## src/rtl/mii_rx_frame_pkg.sv

```systemverilog
// rtl/mii_rx_frame_pkg.sv - shared state encoding, descriptor layout and CRC-32 constants
// for the MII receive frame engine.
package mii_rx_frame_pkg;

  typedef enum logic [2:0] {
    IDLE,
    PRE,
    DATA,
    DESC,
    DROP
  } state_t;

  localparam int CRC_ERR_BIT   = 15;
  localparam int LEN_ERR_BIT   = 14;
  localparam int ALIGN_ERR_BIT = 13;
  localparam int LEN_MSB       = 10;

  localparam logic [31:0] CRC_RESIDUE = 32'hDEBB20E3;
  localparam logic [31:0] CRC_INIT    = 32'hFFFFFFFF;
  localparam logic [31:0] CRC_POLY    = 32'hEDB88320;

  // Reflected CRC-32 over one byte, LSB first.
  function automatic logic [31:0] crc32_byte(input logic [31:0] crc, input logic [7:0] din);
    logic [31:0] c;
    c = crc ^ {24'h0, din};
    for (int i = 0; i < 8; i++) begin
      c = c[0] ? ((c >> 1) ^ CRC_POLY) : (c >> 1);
    end
    return c;
  endfunction

endpackage

```

## src/rtl/mii_rx_frame_crc32.sv

```systemverilog
// rtl/mii_rx_frame_crc32.sv - byte-wide reflected CRC-32 register with init/enable.
module mii_rx_crc32
  import mii_rx_frame_pkg::*;
(
  input  logic        clk,
  input  logic        rstn,
  input  logic        init,
  input  logic        en,
  input  logic [7:0]  din,
  output logic [31:0] crc
);

  logic [31:0] crc_q;
  logic [31:0] crc_d;

  always_comb begin
    crc_d = crc_q;
    if (init) begin
      crc_d = CRC_INIT;
    end else if (en) begin
      crc_d = crc32_byte(crc_q, din);
    end
  end

  always_ff @(posedge clk or negedge rstn) begin
    if (!rstn) begin
      crc_q <= CRC_INIT;
    end else begin
      crc_q <= crc_d;
    end
  end

  assign crc = crc_q;

endmodule

```

## src/rtl/mii_rx_frame.sv

```systemverilog
// rtl/mii_rx_frame.sv - MII receive frame engine: preamble/SFD detect, byte assembly, FCS/length/
// alignment checks, data and descriptor FIFO writes. MII_RX_STATS_EN adds frame counters.
module mii_rx_frame
  import mii_rx_frame_pkg::*;
#(
  parameter int MIN_LEN    = 64,
  parameter int MAX_LEN    = 1518,
  parameter int FIFO_AFULL = 2566,
  parameter int PRE_MIN    = 2
) (
  input  logic        clk,
  input  logic        rstn,
  input  logic        rx_dv,
  input  logic [3:0]  rx_d,
  output logic        data_fifo_wr,
  output logic [7:0]  data_fifo_dout,
  input  logic [11:0] data_fifo_depth,
  output logic        ptr_fifo_wr,
  output logic [15:0] ptr_fifo_dout,
  input  logic        ptr_fifo_full
`ifdef MII_RX_STATS_EN
  ,
  output logic [15:0] frames_ok,
  output logic [15:0] frames_err,
  output logic [15:0] frames_drop
`endif
);

  localparam logic [10:0] MIN_LEN_W    = 11'(MIN_LEN);
  localparam logic [10:0] MAX_LEN_W    = 11'(MAX_LEN);
  localparam logic [11:0] FIFO_AFULL_W = 12'(FIFO_AFULL);
  localparam logic [3:0]  PRE_MIN_W    = 4'(PRE_MIN);

  logic        rx_dv_q, rx_dv_d_q;
  logic [3:0]  rx_d_q;
  state_t      state_q, state_d;
  logic [3:0]  pre_cnt_q, pre_cnt_d;
  logic        nib_ph_q, nib_ph_d;
  logic [3:0]  lo_nib_q, lo_nib_d;
  logic [10:0] byte_cnt_q, byte_cnt_d;
  logic        len_err_q, len_err_d;
  logic        data_fifo_wr_q, data_fifo_wr_d;
  logic [7:0]  data_fifo_dout_q, data_fifo_dout_d;
  logic        ptr_fifo_wr_q, ptr_fifo_wr_d;
  logic [15:0] ptr_fifo_dout_q, ptr_fifo_dout_d;
  logic        crc_init, crc_en;
  logic [7:0]  rx_byte;
  logic [31:0] crc_val;
  logic [15:0] desc;

  mii_rx_crc32 u_crc (
    .clk  (clk),
    .rstn (rstn),
    .init (crc_init),
    .en   (crc_en),
    .din  (rx_byte),
    .crc  (crc_val)
  );

  assign rx_byte = {rx_d_q, lo_nib_q};

  // A zero-byte frame never touched the CRC, so it reports only the length error.
  always_comb begin
    desc                 = '0;
    desc[CRC_ERR_BIT]    = (byte_cnt_q != 11'd0) && (crc_val != CRC_RESIDUE);
    desc[LEN_ERR_BIT]    = len_err_q || (byte_cnt_q < MIN_LEN_W);
    desc[ALIGN_ERR_BIT]  = nib_ph_q;
    desc[LEN_MSB:0]      = byte_cnt_q;
  end

  always_comb begin
    state_d          = state_q;
    pre_cnt_d        = pre_cnt_q;
    nib_ph_d         = nib_ph_q;
    lo_nib_d         = lo_nib_q;
    byte_cnt_d       = byte_cnt_q;
    len_err_d        = len_err_q;
    data_fifo_wr_d   = 1'b0;
    data_fifo_dout_d = data_fifo_dout_q;
    ptr_fifo_wr_d    = 1'b0;
    ptr_fifo_dout_d  = ptr_fifo_dout_q;
    crc_init         = 1'b0;
    crc_en           = 1'b0;
    case (state_q)
      IDLE: begin
        if (rx_dv_q && !rx_dv_d_q && (rx_d_q == 4'h5)) begin
          state_d   = PRE;
          pre_cnt_d = 4'd1;
        end
      end
      PRE: begin
        if (!rx_dv_q) begin
          state_d = IDLE;
        end else if (rx_d_q == 4'h5) begin
          if (pre_cnt_q != 4'hF) pre_cnt_d = pre_cnt_q + 4'd1;
        end else if ((rx_d_q == 4'hD) && (pre_cnt_q >= PRE_MIN_W)) begin
          if ((data_fifo_depth <= FIFO_AFULL_W) && !ptr_fifo_full) begin
            state_d    = DATA;
            crc_init   = 1'b1;
            nib_ph_d   = 1'b0;
            byte_cnt_d = 11'd0;
            len_err_d  = 1'b0;
          end else begin
            state_d = DROP;
          end
        end else begin
          state_d = DROP;
        end
      end
      DATA: begin
        if (!rx_dv_q) begin
          state_d         = DESC;
          ptr_fifo_wr_d   = 1'b1;
          ptr_fifo_dout_d = desc;
        end else if (!nib_ph_q) begin
          lo_nib_d = rx_d_q;
          nib_ph_d = 1'b1;
        end else begin
          nib_ph_d = 1'b0;
          crc_en   = 1'b1;
          if (byte_cnt_q < MAX_LEN_W) begin
            data_fifo_wr_d   = 1'b1;
            data_fifo_dout_d = rx_byte;
            byte_cnt_d       = byte_cnt_q + 11'd1;
          end else begin
            len_err_d = 1'b1;
          end
        end
      end
      DESC:    state_d = IDLE;
      DROP:    if (!rx_dv_q) state_d = IDLE;
      default: state_d = IDLE;
    endcase
  end

  // rx_dv history resets high so a frame already in flight at reset release shows no rising edge.
  always_ff @(posedge clk or negedge rstn) begin
    if (!rstn) begin
      rx_dv_q          <= 1'b1;
      rx_dv_d_q        <= 1'b1;
      rx_d_q           <= 4'h0;
      state_q          <= IDLE;
      pre_cnt_q        <= 4'd0;
      nib_ph_q         <= 1'b0;
      lo_nib_q         <= 4'h0;
      byte_cnt_q       <= 11'd0;
      len_err_q        <= 1'b0;
      data_fifo_wr_q   <= 1'b0;
      data_fifo_dout_q <= 8'h00;
      ptr_fifo_wr_q    <= 1'b0;
      ptr_fifo_dout_q  <= 16'h0000;
    end else begin
      rx_dv_q          <= rx_dv;
      rx_dv_d_q        <= rx_dv_q;
      rx_d_q           <= rx_d;
      state_q          <= state_d;
      pre_cnt_q        <= pre_cnt_d;
      nib_ph_q         <= nib_ph_d;
      lo_nib_q         <= lo_nib_d;
      byte_cnt_q       <= byte_cnt_d;
      len_err_q        <= len_err_d;
      data_fifo_wr_q   <= data_fifo_wr_d;
      data_fifo_dout_q <= data_fifo_dout_d;
      ptr_fifo_wr_q    <= ptr_fifo_wr_d;
      ptr_fifo_dout_q  <= ptr_fifo_dout_d;
    end
  end

  assign data_fifo_wr   = data_fifo_wr_q;
  assign data_fifo_dout = data_fifo_dout_q;
  assign ptr_fifo_wr    = ptr_fifo_wr_q;
  assign ptr_fifo_dout  = ptr_fifo_dout_q;

`ifdef MII_RX_STATS_EN
  logic [15:0] frames_ok_q, frames_ok_d;
  logic [15:0] frames_err_q, frames_err_d;
  logic [15:0] frames_drop_q, frames_drop_d;

  always_comb begin
    frames_ok_d   = frames_ok_q;
    frames_err_d  = frames_err_q;
    frames_drop_d = frames_drop_q;
    if (ptr_fifo_wr_d) begin
      if (ptr_fifo_dout_d[CRC_ERR_BIT:ALIGN_ERR_BIT] == 3'b000) frames_ok_d = frames_ok_q + 16'd1;
      else frames_err_d = frames_err_q + 16'd1;
    end
    if ((state_q == PRE) && (state_d == DROP)) frames_drop_d = frames_drop_q + 16'd1;
  end

  always_ff @(posedge clk or negedge rstn) begin
    if (!rstn) begin
      frames_ok_q   <= 16'd0;
      frames_err_q  <= 16'd0;
      frames_drop_q <= 16'd0;
    end else begin
      frames_ok_q   <= frames_ok_d;
      frames_err_q  <= frames_err_d;
      frames_drop_q <= frames_drop_d;
    end
  end

  assign frames_ok   = frames_ok_q;
  assign frames_err  = frames_err_q;
  assign frames_drop = frames_drop_q;
`endif

endmodule

```

## config.mk

```make
export PLATFORM = sky130hd
export DESIGN_NAME = mii_rx_frame
export DESIGN_NICKNAME = d
export VERILOG_FILES = /design/src/rtl/mii_rx_frame_pkg.sv /design/src/rtl/mii_rx_frame_crc32.sv /design/src/rtl/mii_rx_frame.sv
export SDC_FILE = /design/constraint.sdc
export NUM_CORES = 1
export LEC_CHECK = 0
export CORE_MARGIN = 5
export CORE_UTILIZATION = 59
export CTS_BUF_LIST = sky130_fd_sc_hd__clkbuf_4
export CTS_CLUSTER_SIZE = 20
export DETAILED_ROUTE_END_ITERATION = 12
export PLACE_DENSITY = 0.85
export SETUP_SLACK_MARGIN = 0.1
export SLEW_MARGIN = 20
export SYNTH_ARGS = -nofsm -noshare
export SYNTH_HDL_FRONTEND = slang
export SYNTH_SLANG_ARGS = --single-unit
```

## constraint.sdc

```tcl
create_clock -name clk -period 2.1 [get_ports clk]
set_input_delay 0.42 -clock clk [delete_from_list [all_inputs] [get_ports clk]]
set_output_delay 0.42 -clock clk [all_outputs]
set_load 0.1 [all_outputs]
```

==> impl_metrics.toml <==
[power]
power.density_nw_per_um2 = 1690
ir_drop_mv = 0.944
p_leak_uw = 0.00222

[sta]
setup_viol = 0
rsz0062_at_grt = "true"
period_needed_ns = 1.98
finalCritPeriodShare = 0.943
finClkSkew_ns = 0.0219
maxSlewViolCount = 0
fmax_ghz = 0.505
slew_headroom = 0.636
setup_tns_ns = 0
finalHoldViolations = 0
hold_slack_ns = 0.380
worstMarginPinSlew_ns = 0.546

[finish]
final_cell_mix = "dfrtp_1 (48), buf_4 (43), xnor2_1 (38), nand2_1 (36), dfstp_2 (34)"
nets = 477
final_common_cell = "dfrtp_1"
antenna_cells = 0
drive_gt1_frac = 0.341
synthToLayoutAreaGrowth_pct = 16.6
final_area_um2 = 5420

[synthesis]
syn_area_per_cell_um2 = 11.7
ys_seq_area_frac = 0.472
synth_flop_cell = "dfrtp_1"
synth_cell_types = 56
synth_cells = 396
yosys_warnings = 0
ys_ff_latch = 86
async_reset_ff_frac = 1.00
netlist_area_um2 = 4650
synth-edff-count = 0

[global_routing]
antenna_found_initial = 0
first_global_vias = 3440
grt_max_degree = 54
overflow = 0
grt.total_usage = 0.220
grt_pass1_wl_mm = 17.3

[setup_path]
worstSetupEndpointType = "flop"
start_kind = "flop"
crit_chain = "nand2_1 > or4_1 > nor4_2 > a31oi_1 > mux2_2"
required_ns = 2.43
max_stage_delay_ns = 0.60
cpMaxStageDelayCell = "dfstp_2"
arrival_ns = 2.32
crit_family = "simple AND/OR/NAND/NOR gates"
cp.buffers_inverters = 0
path_class = "reg2reg"
cp_max_fo = 3

[cts]
numClockSinks = 86
cts_inserted_buffers = 9
cts.clk_slew.worst_paths_ns = 0.15
clock_latency_ns = 0.45
cts_root_buffer = "clkbuf_4"
cts_tree = "built"
htree_levels = 3
cts_buffer_depth = 2

[outcome]
status = "completed"

[routing]
drcViolationCount = 0
via_per_inst = 5.90
firstDrtPassIters = 4
drt_iter0_drc = 151
wl_mm = 10.1
wl_per_cell_um = 18.0
detail-route-antenna-nets = 0
via_count = 3303

[floorplanning]
rows = 32
die_h_um = 98.7
die-area_um2 = 9750
start_util = 0.604
fp.dieW_um = 98.7
coreArea_um2 = 7690
io_pins = 46

[place]
port_buffers = 43
dpl.hpwl_mm = 7.13
place_area_um2 = 5200
place_congestion = 0.848

[min_path]
worstHoldPathType = "in2reg"

[flow_run]
drv_cap = 0
cells in the mapped netlist (2+ instances only):
library cell | instances | share of area
a22oi_1 | 7 | 0.011
nand2_1 | 36 | 0.029
o211ai_1 | 24 | 0.039
nor3_1 | 4 | 0.0043
mux2_2 | 26 | 0.063
a22o_1 | 3 | 0.0057
nand3b_1 | 2 | 0.0032
dfstp_2 | 34 | 0.19
nand4_1 | 4 | 0.0054
a31oi_1 | 2 | 0.0027
nor2_1 | 21 | 0.017
or4_1 | 6 | 0.0097
buf_2 | 5 | 0.0054
and3_1 | 3 | 0.0040
clkbuf_1 | 12 | 0.0097
xor2_2 | 2 | 0.0070
o31ai_1 | 4 | 0.0065
xnor2_1 | 38 | 0.072
a41oi_1 | 2 | 0.0038
xor2_1 | 17 | 0.032
or2_2 | 2 | 0.0027
xnor2_2 | 8 | 0.028
a2111oi_0 | 4 | 0.0075
dfrtp_1 | 52 | 0.28
xnor3_1 | 3 | 0.015
inv_1 | 10 | 0.0081
nor4_1 | 4 | 0.0054
o21ai_0 | 6 | 0.0065
ha_1 | 4 | 0.011
nor4bb_1 | 3 | 0.0065
a21o_1 | 3 | 0.0048
a211oi_1 | 2 | 0.0032
buf_4 | 3 | 0.0048
a21oi_1 | 7 | 0.0075
nand3_1 | 8 | 0.0086
xnor2_4 | 5 | 0.030
sequential cells by signal, summed over array words and instances, names as in the netlist:
register        flops
data_fifo_wr        1
ptr_fifo_dout      14
rx_dv_d_q           1
len_err_q           1
rx_d_q              4
byte_cnt_q         11
nib_ph_q            1
data_fifo_dout      8
rx_dv_q             1
ptr_fifo_wr         1
lo_nib_q            4
u_crc.crc          32
pre_cnt_q           4
state_q             3
report_power, final:
part / total, µW / switching (µW) / internal, µW
clock: 890 / 637 / 253
sequential: 2830 / 528 / 2300
combinational: 5450 / 2740 / 2710
total: 9170 / 3910 / 5270
cell families (layout without fill, tap and decap cells):
logic type | after synthesis | in the layout | share of synthesized area
compound gates | 70 | 70 | 0.111
xor+xnor | 74 | 74 | 0.188
fa+ha+maj | 4 | 4 | 0.0108
buf+inv | 30 | 91 | 0.0280
flops | 86 | 86 | 0.472
mux | 26 | 26 | 0.0630
other cells | 1 | 2 | 0.000807
simple gates | 105 | 105 | 0.126
per-layer routing:
| layer | vias up | GRT usage | part of all wire |
|---|---|---|---|
| met2 | 88 | 0.369 | 0.52 |
| met5 | - | 0 | 0 |
| li1 | 1519 | - | - |
| met4 | 0 | 0.0662 | 0.012 |
| met1 | 1684 | 0.289 | 0.42 |
| met3 | 12 | 0.0453 | 0.048 |
metrics by stage:
step	power, µW	setup slack [ns]	std cells	util
2_1_floorplan	7140	0.155	397	-
3_3_place_gp	8070	-0.289	540	0.676
3_5_place_dp	8230	-0.302	540	0.676
4_1_cts	9200	0.107	557	0.697
5_1_grt	9730	0.0430	560	0.705
6_report	9170	0.119	560	0.705
worst paths after layout:
path	from	endpoint	cells after the start	slack (ns)
worst max-delay path	u_crc.crc[26]$_DFFE_PN1P_	ptr_fifo_dout[15]$_DFFE_PN0P_	5	0.12
worst min-delay path	rx_dv	rx_dv_q$_DFF_PN1_	1	0.38
worst max register to register	u_crc.crc[26]$_DFFE_PN1P_	ptr_fifo_dout[15]$_DFFE_PN0P_	5	0.12
worst min register to register	rx_dv_q$_DFF_PN1_	rx_dv_d_q$_DFF_PN1_	0	0.46
max in group asynchronous	rstn	rx_dv_d_q$_DFF_PN1_	3	0.98
min in group asynchronous	rstn	lo_nib_q[2]$_DFFE_PN0P_	2	0.48
worst reg2reg max path: cells and delay by family (launching register included):
kind	cells	cell delay (ns)
muxes	1	0.27
DFF	1	0.60
AOI/OAI and AO/OA	1	0.10
and+or+nand+nor	3	0.90
area by class of cell:
class	count	area [µm²]
timing repair buffer	65	556
clock inverter	7	56.3
fill	573	2270
sequential	86	2200
tap	102	128
clock buffer	9	67.6
multi-input combinational	281	2370
inverter	10	37.5
repair_timing:
item                       4_1_cts  5_1_grt
resized for setup                3       13
pin swaps                        0        1
setup endpoints to repair        3       57
hold buffers                     1        0
hold endpoints to repair        14        0
buffers inserted                 0        3
cloned                           0        0
Power figures use the tool's default switching activity.
